==> src/rtl/sprite_collision_mover.sv <==
// Player sprite mover: each stepped candidate position is probed pixel by pixel
// against the registered boundary mask before the move is committed.
module sprite_collision_mover #(
    parameter int START_X  = 40,
    parameter int START_Y  = 30,
    parameter int SPRITE_W = 3,
    parameter int SPRITE_H = 3,
    parameter int SCREEN_W = 96,
    parameter int SCREEN_H = 64
) (
    input  logic       clk50,
    input  logic       reset,
    input  logic       move_tick,
    input  logic       btn_up,
    input  logic       btn_down,
    input  logic       btn_left,
    input  logic       btn_right,
    input  logic       map_in,
    output logic [6:0] probe_x,
    output logic [6:0] probe_y,
    output logic [6:0] pos_x,
    output logic [6:0] pos_y,
    output logic       busy,
    output logic       moved,
    output logic       blocked
);

    typedef enum logic [1:0] {IDLE, PROBE, WAIT, DECIDE} state_t;

    localparam logic [2:0] DX_LAST = 3'(SPRITE_W - 1);
    localparam logic [2:0] DY_LAST = 3'(SPRITE_H - 1);

    state_t      state, state_nxt;
    logic [6:0]  cand_x, cand_y, cand_x_nxt, cand_y_nxt;
    logic [6:0]  pos_x_nxt, pos_y_nxt, probe_x_nxt, probe_y_nxt;
    logic [2:0]  dx, dy, dx_nxt, dy_nxt;
    logic        ok, ok_nxt;
    logic        busy_nxt, moved_nxt, blocked_nxt;

    // One extra sign bit so that stepping left/up from 0 yields -1 instead of wrapping.
    logic signed [7:0] step_x, step_y;
    logic              step_req, off_screen;

    always_comb begin
        step_x   = $signed({1'b0, pos_x});
        step_y   = $signed({1'b0, pos_y});
        step_req = 1'b1;
        if (btn_up)
            step_y = $signed({1'b0, pos_y}) - 8'sd1;
        else if (btn_down)
            step_y = $signed({1'b0, pos_y}) + 8'sd1;
        else if (btn_left)
            step_x = $signed({1'b0, pos_x}) - 8'sd1;
        else if (btn_right)
            step_x = $signed({1'b0, pos_x}) + 8'sd1;
        else
            step_req = 1'b0;
        off_screen = (int'(step_x) < 0) || (int'(step_y) < 0) ||
                     (int'(step_x) + SPRITE_W > SCREEN_W) ||
                     (int'(step_y) + SPRITE_H > SCREEN_H);
    end

    // NOTE: every register's next value is defaulted first so no path can infer a latch.
    always_comb begin
        state_nxt   = state;
        cand_x_nxt  = cand_x;
        cand_y_nxt  = cand_y;
        pos_x_nxt   = pos_x;
        pos_y_nxt   = pos_y;
        probe_x_nxt = probe_x;
        probe_y_nxt = probe_y;
        dx_nxt      = dx;
        dy_nxt      = dy;
        ok_nxt      = ok;
        busy_nxt    = busy;
        moved_nxt   = 1'b0;
        blocked_nxt = 1'b0;

        case (state)
            IDLE: begin
                probe_x_nxt = pos_x;
                probe_y_nxt = pos_y;
                if (move_tick && step_req) begin
                    if (off_screen) begin
                        blocked_nxt = 1'b1;
                    end else begin
                        cand_x_nxt  = step_x[6:0];
                        cand_y_nxt  = step_y[6:0];
                        probe_x_nxt = step_x[6:0];
                        probe_y_nxt = step_y[6:0];
                        dx_nxt      = 3'd0;
                        dy_nxt      = 3'd0;
                        ok_nxt      = 1'b1;
                        busy_nxt    = 1'b1;
                        state_nxt   = PROBE;
                    end
                end
            end
            PROBE: begin
                // map_in answers the previous cycle's probe, so the first cycle has nothing yet.
                if (dx != 3'd0 || dy != 3'd0)
                    ok_nxt = ok & map_in;
                if (dx == DX_LAST) begin
                    dx_nxt = 3'd0;
                    if (dy == DY_LAST)
                        state_nxt = WAIT;
                    else
                        dy_nxt = dy + 3'd1;
                end else begin
                    dx_nxt = dx + 3'd1;
                end
                probe_x_nxt = cand_x + 7'(dx_nxt);
                probe_y_nxt = cand_y + 7'(dy_nxt);
            end
            WAIT: begin
                // Commit here so the new position and pulse are visible during DECIDE.
                ok_nxt = ok & map_in;
                if (ok & map_in) begin
                    pos_x_nxt = cand_x;
                    pos_y_nxt = cand_y;
                    moved_nxt = 1'b1;
                end else begin
                    blocked_nxt = 1'b1;
                end
                state_nxt = DECIDE;
            end
            DECIDE: begin
                busy_nxt    = 1'b0;
                probe_x_nxt = pos_x;
                probe_y_nxt = pos_y;
                state_nxt   = IDLE;
            end
            default: state_nxt = IDLE;
        endcase
    end

    // NOTE: state uses non-blocking assignments so all registers update together at the edge.
    always_ff @(posedge clk50) begin
        if (reset) begin
            state   <= IDLE;
            cand_x  <= 7'(START_X);
            cand_y  <= 7'(START_Y);
            pos_x   <= 7'(START_X);
            pos_y   <= 7'(START_Y);
            probe_x <= 7'(START_X);
            probe_y <= 7'(START_Y);
            dx      <= 3'd0;
            dy      <= 3'd0;
            ok      <= 1'b1;
            busy    <= 1'b0;
            moved   <= 1'b0;
            blocked <= 1'b0;
        end else begin
            state   <= state_nxt;
            cand_x  <= cand_x_nxt;
            cand_y  <= cand_y_nxt;
            pos_x   <= pos_x_nxt;
            pos_y   <= pos_y_nxt;
            probe_x <= probe_x_nxt;
            probe_y <= probe_y_nxt;
            dx      <= dx_nxt;
            dy      <= dy_nxt;
            ok      <= ok_nxt;
            busy    <= busy_nxt;
            moved   <= moved_nxt;
            blocked <= blocked_nxt;
        end
    end

endmodule
==> config.mk <==
export PLATFORM = sky130hd
export DESIGN_NAME = sprite_collision_mover
export DESIGN_NICKNAME = d
export VERILOG_FILES = /design/src/rtl/sprite_collision_mover.sv
export SDC_FILE = /design/constraint.sdc
export NUM_CORES = 1
export LEC_CHECK = 0
export BUFFER_PORTS_ARGS = -buffer_cell sky130_fd_sc_hd__buf_4
export CAP_MARGIN = 10
export CORE_MARGIN = 2
export CORE_UTILIZATION = 45
export DETAILED_ROUTE_END_ITERATION = 16
export HOLD_SLACK_MARGIN = 0.1
export PLACE_DENSITY = 0.69
export SYNTH_ARGS = -nofsm -noshare
export SYNTH_HDL_FRONTEND = slang
export SYNTH_SLANG_ARGS = --single-unit
==> constraint.sdc <==
create_clock -name clk50 -period 3.4 [get_ports clk50]
set_input_delay 0.51 -clock clk50 [delete_from_list [all_inputs] [get_ports clk50]]
set_output_delay 0.51 -clock clk50 [all_outputs]
set_load 0.02 [all_outputs]
======== Word level (Yosys, flattened, before mapping) ========
Index checks and enable logic that the tools add are counted.
storage, ports and cells
  word-level logic and storage cells ...... 99
  input port bits ......................... 8
  register bits ........................... 54
cells by class
  equal/unequal tests ..................... 10
  add/sub/neg operators ................... 10
  muxes and demuxes ....................... 40
  reduce and logical (&&, ||, !) cells .... 19
  order comparisons ....................... 4
  bitwise operators ....................... 3
operator list
  cell                 count
  $mux 8               6
  $pmux 7 s3           2
  $mux 7               4
  $mux 3               7
  $add 8x3->9 const B  2
  $gt 9x8->1 const B   2
  $add 7x1->8 const B  2
  $lt 8x1->1 const B   2
  $sub 7x1->8 const B  2
  $add 7x3->7          2
  $pmux 3 s2           2
  $reduce_bool 3->1    4
  $mux 1               11
  $ne 2x2->1 const B   5
  $reduce_and 3->1     3
  $mux 2               4
  $pmux 2 s4           1
  $reduce_and 4->1     2
  $add 3x1->3 const B  2
  $eq 3x2->1 const B   2
  $eq 2x2->1 const B   2
  $logic_or 1x1->1     4
  $pmux 1 s2           2
  $reduce_bool 2->1    2
  8 further kinds      9

======== Logic depth before layout (Yosys ltp) ========
Gate-level depths: netlist of run 1.
  depth in word-level cells ............... 12
  mapped depth ............................ 14
  gate-level depth less buffers ........... 14

======== Worst setup path before layout of run 1 ========
No wires, ideal clock.
  path type ............................... input to register
  start point ............................. input btn_down
  end point ............................... register cand_x[5]
  arrival ................................. 2.762 ns
  path slack .............................. 0.508 ns
  library setup time ...................... 0.129 ns
  stages on the path ...................... 12
  cell sequence ........................... buf_2 > or2_1 > buf_2 > o32a_1 > xnor2_1 > o2111a_1 > o21ba_1 > buf_6 > nor3_4 > buf_6 > mux2i_1 > nand2_1
between the ends
  word-level cells in the longest chain between the ends .. 8
  elaborated cells between the ends (all ways) .. 18
  those cells by class .................... add/sub: 2; order compare: 4; mux: 6; bitwise: 1; reduce/logical: 5
RTL lines
  item                                            RTL line  text
  from (decl)                                     15        input logic btn_down,
  $mux 8                                          50        else if (btn_down)
  $mux 8                                          48        if (btn_up)
  $add 8x3->9 or $lt 8x1->1 (tied branches)       59, 58
  $gt 9x8->1 or $logic_or 1x1->1 (tied branches)  59, 58
  $logic_or 1x1->1                                58        off_screen = (int'(step_x) < 0) || (int'(step_y) < 0) ||
  $logic_or 1x1->1                                59        (int'(step_x) + SPRITE_W > SCREEN_W) ||
  $not 1->1 (no source line)                      n/a
  $reduce_and 3->1 (no source line)               n/a
  to (signal assigned)                            141       cand_x <= 7'(START_X);
  to (signal assigned)                            155       cand_x <= cand_x_nxt;
  to (decl)                                       34        logic [6:0] cand_x, cand_y, cand_x_nxt, cand_y_nxt;
Several ways; a longest one is shown, not always the timed one.
A chain may end at the register's enable or synchronous reset.

======== Worst setup path after layout of run 1 ========
  start point ............................. register pos_x[2]
  end point ............................... register probe_y[0]
between the ends
  word-level cells in the longest chain between the ends .. 12
  elaborated cells between the ends (all ways) .. 15
  those cells by class .................... add/sub: 3; order compare: 2; mux: 7; reduce/logical: 3
RTL lines
  item                                            RTL line  text
  from (decl)                                     21        output logic [6:0] pos_x,
  from (signal assigned)                          143       pos_x <= 7'(START_X);
  from (signal assigned)                          157       pos_x <= pos_x_nxt;
  $add 7x1->8                                     55        step_x = $signed({1'b0, pos_x}) + 8'sd1;
  $mux 8                                          54        else if (btn_right)
  $mux 8                                          52        else if (btn_left)
  $mux 8                                          50
  $mux 8 (*)                                      48
  $add 8x3->9 or $lt 8x1->1 (tied branches)       59, 58
  $gt 9x8->1 or $logic_or 1x1->1 (tied branches)  59, 58
  $logic_or 1x1->1 (*)                            58
  $logic_or 1x1->1 (*)                            59
  $mux 7 (*)                                      84        if (off_screen) begin
  $mux 7 (*)                                      83        if (move_tick && step_req) begin
  $pmux 7 s3 (*)                                  79        case (state)
  to (signal assigned)                            146       probe_y <= 7'(START_Y);
  to (signal assigned)                            160       probe_y <= probe_y_nxt;
  to (decl)                                       20        output logic [6:0] probe_y,
Mark *: on every way between the ends. The rest lies on a longest branch, timed or not.

==> results_dict.tcl, run 1 <==
set metrics [dict create \
    synth_top_area_share 0.3048 \
    top_level_ports 39 \
    global_route.usage.met1 0.3166 \
    yosysTopAreaCell "sky130_fd_sc_hd__dfxtp_1" \
    netlist_top_cells_area "sky130_fd_sc_hd__dfxtp_1 30%, sky130_fd_sc_hd__nand2_1 6.9%, sky130_fd_sc_hd__ha_1 6.3%" \
    grt_util_all_layers 0.2325 \
    place_congestion 0.8995 \
    antennaDiodeCount 0 \
    maxCapViolations 0 \
    initial_core_util 0.4614 \
    cts-buffers-inserted 5 \
    cp.arrival_ns 3.30 \
    grt_antenna_before_repair 0 \
    finalSetupViolCount 0 \
    report.final.slew_viol_count 0 \
    number_of_core_rows 32 \
    crit_type "flip-flop to flip-flop" \
    design.die.area_sq_um 8609 \
    grt_pass1_wl_mm 15.89 \
    final_cell_count_without_fillers 575 \
    worstSkewPairLatency_ns 0.31 \
    synth_nets 471 \
    timing.critical_path.to_type "flip-flop" \
    dpl_cell_area_sq_um 3906 \
    run_status "complete, no violations" \
    clock_skew_ns 0.006650 \
    critPathRequiredTime_ns 3.62 \
    numClockSinks 54 \
    tightestPinTransition_ns 0.7516 \
    clk_pin_slew_worst_paths_ns 0.09 \
    rsz_0062_raised_after_global_routing "false" \
    fin_setup_tns_ns 0 \
    worst_slew_margin_rel 0.4951 \
    synthTopCellsByCount "65 x sky130_fd_sc_hd__nand2_1, 54 x sky130_fd_sc_hd__dfxtp_1, 28 x sky130_fd_sc_hd__nand3_1" \
    synthesis.instances 443 \
    grt_overflow_total 0 \
    synth_enable_flop_cells 0 \
    clock.fmax_ghz 0.3254 \
    mappedNetlistArea_sq_um 3547 \
    drt_first_iter_violations 292 \
    port-buffer-count 38 \
    ys.flop_type "sky130_fd_sc_hd__dfxtp_1" \
    power.leakage_nw 1.590 \
    ant_nets 0 \
    cts_setup_buffers 0 \
    placeableCoreArea_sq_um 7687 \
    final_min_period_ns 3.074 \
    route.vias.total 3433 \
    final.hold.worst_slack_ns 0.4645 \
    cellPowerDensity_nw_per_um2 568.7 \
    layout.nets 501 \
    worst_setup_path_start_kind "flip-flop" \
    area_growth_syn_to_layout_pct 12.38 \
    drc 0 \
    period_share 0.9040 \
    synth.avg_cell_area_sq_um 8.007 \
    tritoncts_clock_tree "yes" \
    max-vdd-ir-drop_mv 0.2455 \
    post_synthesis_async_set_or_reset_flop_share 0 \
    chipHeight_microns 92.79 \
    finalHoldViolations 0 \
    layout.cell_area.non_filler_sq_um 3986 \
    register_bit_total_from_synthesis 54 \
    firstDrtPassIters 4 \
    die_width_microns 92.79 \
    timing.critical_path.fanout_max 15 \
    number_of_h_tree_levels 2 \
    post-synth-top-count-cell "sky130_fd_sc_hd__nand2_1" \
    place_hpwl_mm 7.259 \
    grt_use_met3 0.03092 \
    post_cts.resized_instances 0 \
    yosysWarnings 0 \
    cts_hold_buffers 0 \
    busiest_layer "met2" \
    layout-drive-gt1-share 0.1522 \
    synth.lib_cells_used.distinct 68 \
    worst_min_delay_path_class "input port to flip-flop" \
    post_drt_wl_per_cell_microns 17.37 \
    maximum_number_of_buffers_from_clock_root_to_sink 2 \
    grt_max_degree 26 \
    viasPerCell 5.970 \
    dpl.cell_count 568 \
    grt_util_met2 0.3853 \
    vias_in_the_first_global_route 3128 \
    synth_sequential_area_ratio 0.3048 \
    postRouteWirelength_mm 9.986 \
    cts_root_buffer "sky130_fd_sc_hd__clkbuf_8" \
]
-- per-layer routing --
layer  vias up  wire, microns  part of all wire
li1       1651              -                 -
met1      1637           4550              0.46
met2       131           4700              0.47
met3        14            552             0.055
met4         0            182             0.018
met5         -              0                 0
-- cells in the final DEF, fill, tap and decap left out, types with 3 or more instances in the layout --
cell and instances:
sky130_fd_sc_hd__or4_1 5, sky130_fd_sc_hd__a31oi_1 8, sky130_fd_sc_hd__o32ai_1 3, sky130_fd_sc_hd__buf_4 52
sky130_fd_sc_hd__nand2_1 65, sky130_fd_sc_hd__nor2_1 26, sky130_fd_sc_hd__and3_1 3, sky130_fd_sc_hd__nand4b_1 4
sky130_fd_sc_hd__o22ai_1 4, sky130_fd_sc_hd__a21oi_1 26, sky130_fd_sc_hd__clkbuf_8 5, sky130_fd_sc_hd__a211oi_1 4
sky130_fd_sc_hd__a221oi_1 8, sky130_fd_sc_hd__nand2b_1 3, sky130_fd_sc_hd__mux2i_1 13, sky130_fd_sc_hd__or2_2 3
sky130_fd_sc_hd__o211ai_1 8, sky130_fd_sc_hd__o21ai_0 13, sky130_fd_sc_hd__a21o_1 6, sky130_fd_sc_hd__ha_1 18
sky130_fd_sc_hd__nor3b_1 3, sky130_fd_sc_hd__inv_1 25, sky130_fd_sc_hd__nor4_1 3, sky130_fd_sc_hd__nand4_1 5
sky130_fd_sc_hd__dfxtp_1 54, sky130_fd_sc_hd__nand3b_1 3, sky130_fd_sc_hd__nor3_1 7, sky130_fd_sc_hd__xor2_1 5
sky130_fd_sc_hd__xnor2_1 17, sky130_fd_sc_hd__nand3_1 28
-- where the power goes --
group | leakage (nW) | switching (mW) | internal, mW | total (mW)
combinational | 1.11 | 0.628 | 0.412 | 1.04
sequential | 0.440 | 0.125 | 0.750 | 0.875
clock | 0.0373 | 0.211 | 0.142 | 0.352
-- layout make-up --
class | count | area [sq um]
clock buffers | 6 | 72.57
clock inverters | 1 | 7.507
fillers | 777 | 3701
inverters | 26 | 97.59
multi-input cells | 334 | 2210
flip-flops and latches | 54 | 1081
well taps | 102 | 127.6
repair buffers | 52 | 390.4
-- registers in the layout, summed over array words and instances, names as in the netlist --
name and flops:
probe_y 7, moved 1, dy 3, blocked 1, cand_x 7, ok 1, pos_y 7, probe_x 7
cand_y 7, pos_x 7, busy 1, dx 3, state 2
-- worst paths after layout --
check / to / cells after the start / from / slack (ns)
min: pos_x[4] / 2 / reset / 0.46
max: probe_y[0] / 8 / pos_x[2] / 0.33
max reg2reg: probe_y[0] / 8 / pos_x[2] / 0.33
min reg2reg: pos_y[0] / 2 / cand_y[0] / 0.48
-- worst max-delay path: stages (launching register included) --
cell and delay [ns]:
sky130_fd_sc_hd__dfxtp_1 0.47, sky130_fd_sc_hd__or4_1 0.57, sky130_fd_sc_hd__o32a_1 0.21, sky130_fd_sc_hd__xnor2_1 0.21, sky130_fd_sc_hd__o2111a_1 0.22, sky130_fd_sc_hd__o21ba_1 0.56
sky130_fd_sc_hd__nor2_2 0.22, sky130_fd_sc_hd__a41o_1 0.29, sky130_fd_sc_hd__a221oi_1 0.24
-- per-stage QoR --
stage | utilization | power (mW) | setup WS, ns
floorplan | - | 1.578 | 0.5084
global placement | 0.5081 | 1.899 | 0.3210
detailed placement | 0.5081 | 1.913 | 0.2071
CTS | 0.5186 | 2.262 | 0.3700
global route | 0.5186 | 2.406 | 0.1609
finish | 0.5186 | 2.267 | 0.3265
-- cells by family (layout without fill, tap and decap cells) --
kind of cell,count (synthesis),in the layout,share of synthesized area
and+or+nand+nor,172,172,0.2430
adders and majority gates,20,20,0.07478
muxes,13,13,0.03668
DFF,54,54,0.3048
buffers and inverters,55,85,0.07231
xor gates and xnor gates,22,22,0.05432
AOI/OAI and AO/OA,107,107,0.2141
(Power assumes the default switching activity.)
==> inputs of run 2 (changes only) <==
--- a/config.mk
+++ b/config.mk
@@ -12,6 +12,7 @@
 export DETAILED_ROUTE_END_ITERATION = 16
 export HOLD_SLACK_MARGIN = 0.1
 export PLACE_DENSITY = 0.69
+export SETUP_SLACK_MARGIN = 0.4
 export SYNTH_ARGS = -nofsm -noshare
 export SYNTH_HDL_FRONTEND = slang
 export SYNTH_SLANG_ARGS = --single-unit
==> results_dict.tcl, run 2 (same netlist as run 1, synthesis figures left out) <==
set metrics [dict create \
    drt_first_iter_violations 331 \
    design.die.area_sq_um 8609 \
    seqPwrFrac 0.386 \
    timing.reg2reg.worst_path_depth 8 \
    top_level_ports 39 \
    cp.arrival_ns 3.06 \
    number_of_h_tree_levels 2 \
    viasPerCell 5.944 \
    cts_root_buffer "sky130_fd_sc_hd__clkbuf_8" \
    max-vdd-ir-drop_mv 0.2461 \
    worst_slew_margin_rel 0.4945 \
    worstSkewPairLatency_ns 0.31 \
    mostFrequentLayoutCell "sky130_fd_sc_hd__nand2_1" \
    layout-drive-gt1-share 0.1649 \
    maxCapViolations 0 \
    grt_util_all_layers 0.2325 \
    grt_pass1_wl_mm 15.89 \
    vias_in_the_first_global_route 3128 \
    switching_part_of_the_total 0.4246 \
    firstDrtPassIters 5 \
    numClockSinks 54 \
    cts_hold_buffers 0 \
    period_share 0.8406 \
    critPathRequiredTime_ns 3.61 \
    clock_skew_ns 0.006501 \
    rsz_0062_raised_after_global_routing "true" \
    worst_min_delay_path_class "input port to flip-flop" \
    path_cells "or4_1 > o32a_1 > xnor2_1 > o2111a_1 > o21ba_2 > o41a_1 > a221oi_1 > nor3_1" \
    post_cts.resized_instances 1 \
    placeableCoreArea_sq_um 7687 \
    route.vias.total 3418 \
    layout_common_cells "64 x sky130_fd_sc_hd__nand2_1, 52 x sky130_fd_sc_hd__dfxtp_1, 52 x sky130_fd_sc_hd__buf_4" \
    cellPowerDensity_nw_per_um2 567.6 \
    power.leakage_nw 1.590 \
    cts-buffers-inserted 5 \
    drc 0 \
    min_path_cells 2 \
    postRouteWirelength_mm 10.01 \
    ant_nets 0 \
    crit_type "flip-flop to flip-flop" \
    finalSetupViolCount 0 \
    crit_slowest_cell "sky130_fd_sc_hd__or4_1" \
    run_status "complete, no violations" \
    internal_pwr_total_mw 1.306 \
    finalHoldViolations 0 \
    layout.nets 501 \
    crit_path_max_incr_delay_ns 0.57 \
    cts_setup_buffers 0 \
    port-buffer-count 38 \
    clockPowerShare 0.154 \
    place_congestion 0.8995 \
    clock.fmax_ghz 0.3499 \
    post_drt_wl_per_cell_microns 17.41 \
    report.final.slew_viol_count 0 \
    final.hold.worst_slack_ns 0.4689 \
    number_of_core_rows 32 \
    grt_max_degree 26 \
    tritoncts_clock_tree "yes" \
    final_min_period_ns 2.858 \
    grt_antenna_before_repair 0 \
    area_growth_syn_to_layout_pct 12.70 \
    tightestPinTransition_ns 0.7561 \
    die_width_microns 92.79 \
    timing.critical_path.fanout_max 15 \
    grt_overflow_total 0 \
    timing.critical_path.to_type "flip-flop" \
    antennaDiodeCount 0 \
    comb_power_share 0.460 \
    initial_core_util 0.4614 \
    clk_pin_slew_worst_paths_ns 0.10 \
    maximum_number_of_buffers_from_clock_root_to_sink 2 \
    fin_setup_tns_ns 0 \
    chipHeight_microns 92.79 \
    p_sw_uw 963.4 \
    worst_setup_path_start_kind "flip-flop" \
    place_hpwl_mm 7.259 \
]
[run 2: cell counts in the layout (fill, tap and decap cells not counted)]
Identical to the previous run, type by type.
[run 2: layer usage]
layer	wire length, microns	part of all wire	global-route usage	up-vias
li1	-	-	-	1651
met1	4542	0.45	0.3166	1608
met2	4768	0.48	0.3853	141
met3	528	0.053	0.03092	18
met4	171	0.017	0.06495	0
met5	0	0	0	-
[run 2: final timing paths]
path                                 from    endpoint  slack [ns]
worst max-delay path             pos_x[2]  probe_y[6]        0.54
worst min-delay path                reset    pos_x[4]        0.47
worst max register to register   pos_x[2]  probe_y[6]        0.54
worst min register to register  cand_y[0]    pos_y[0]        0.48
[run 2: layout make-up]
| class | count | area, sq um |
|---|---|---|
| inverters | 26 | 97.59 |
| fillers | 774 | 3690 |
| repair buffers | 52 | 390.4 |
| multi-input cells | 334 | 2218 |
| clock buffers | 6 | 72.57 |
| flip-flops and latches | 54 | 1084 |
| clock inverters | 1 | 7.507 |
| well taps | 102 | 127.6 |
[run 2: power by group through the flow]
stage          clock network (mW)  logic [mW]  registers (mW)
5_1_grt                     0.386        1.13           0.889
3_5_place_dp                    0        1.03           0.886
2_1_floorplan                   0       0.646           0.932
6_report                    0.350        1.04           0.875
3_3_place_gp                    0        1.01           0.886
4_1_cts                     0.360        1.03           0.872
[run 2: critical path: cells and delay by family, from the launching register on]
family	cells	cell delay, ns
flops	1	0.47
simple gates	2	0.64
xor+xnor	1	0.16
compound gates	5	1.50
[run 2: per-stage QoR]
stage               power [mW]  setup WS (ns)  instances  area [sq um]    util
detailed placement       1.913         0.2071        568          3906  0.5081
global route             2.408         0.3933        575          3998  0.5200
global placement         1.899         0.3210        568          3906  0.5081
finish                   2.269         0.5419        575          3998  0.5200
CTS                      2.263         0.4983        575          3986  0.5186
floorplan                1.578         0.5084        443          3547       -
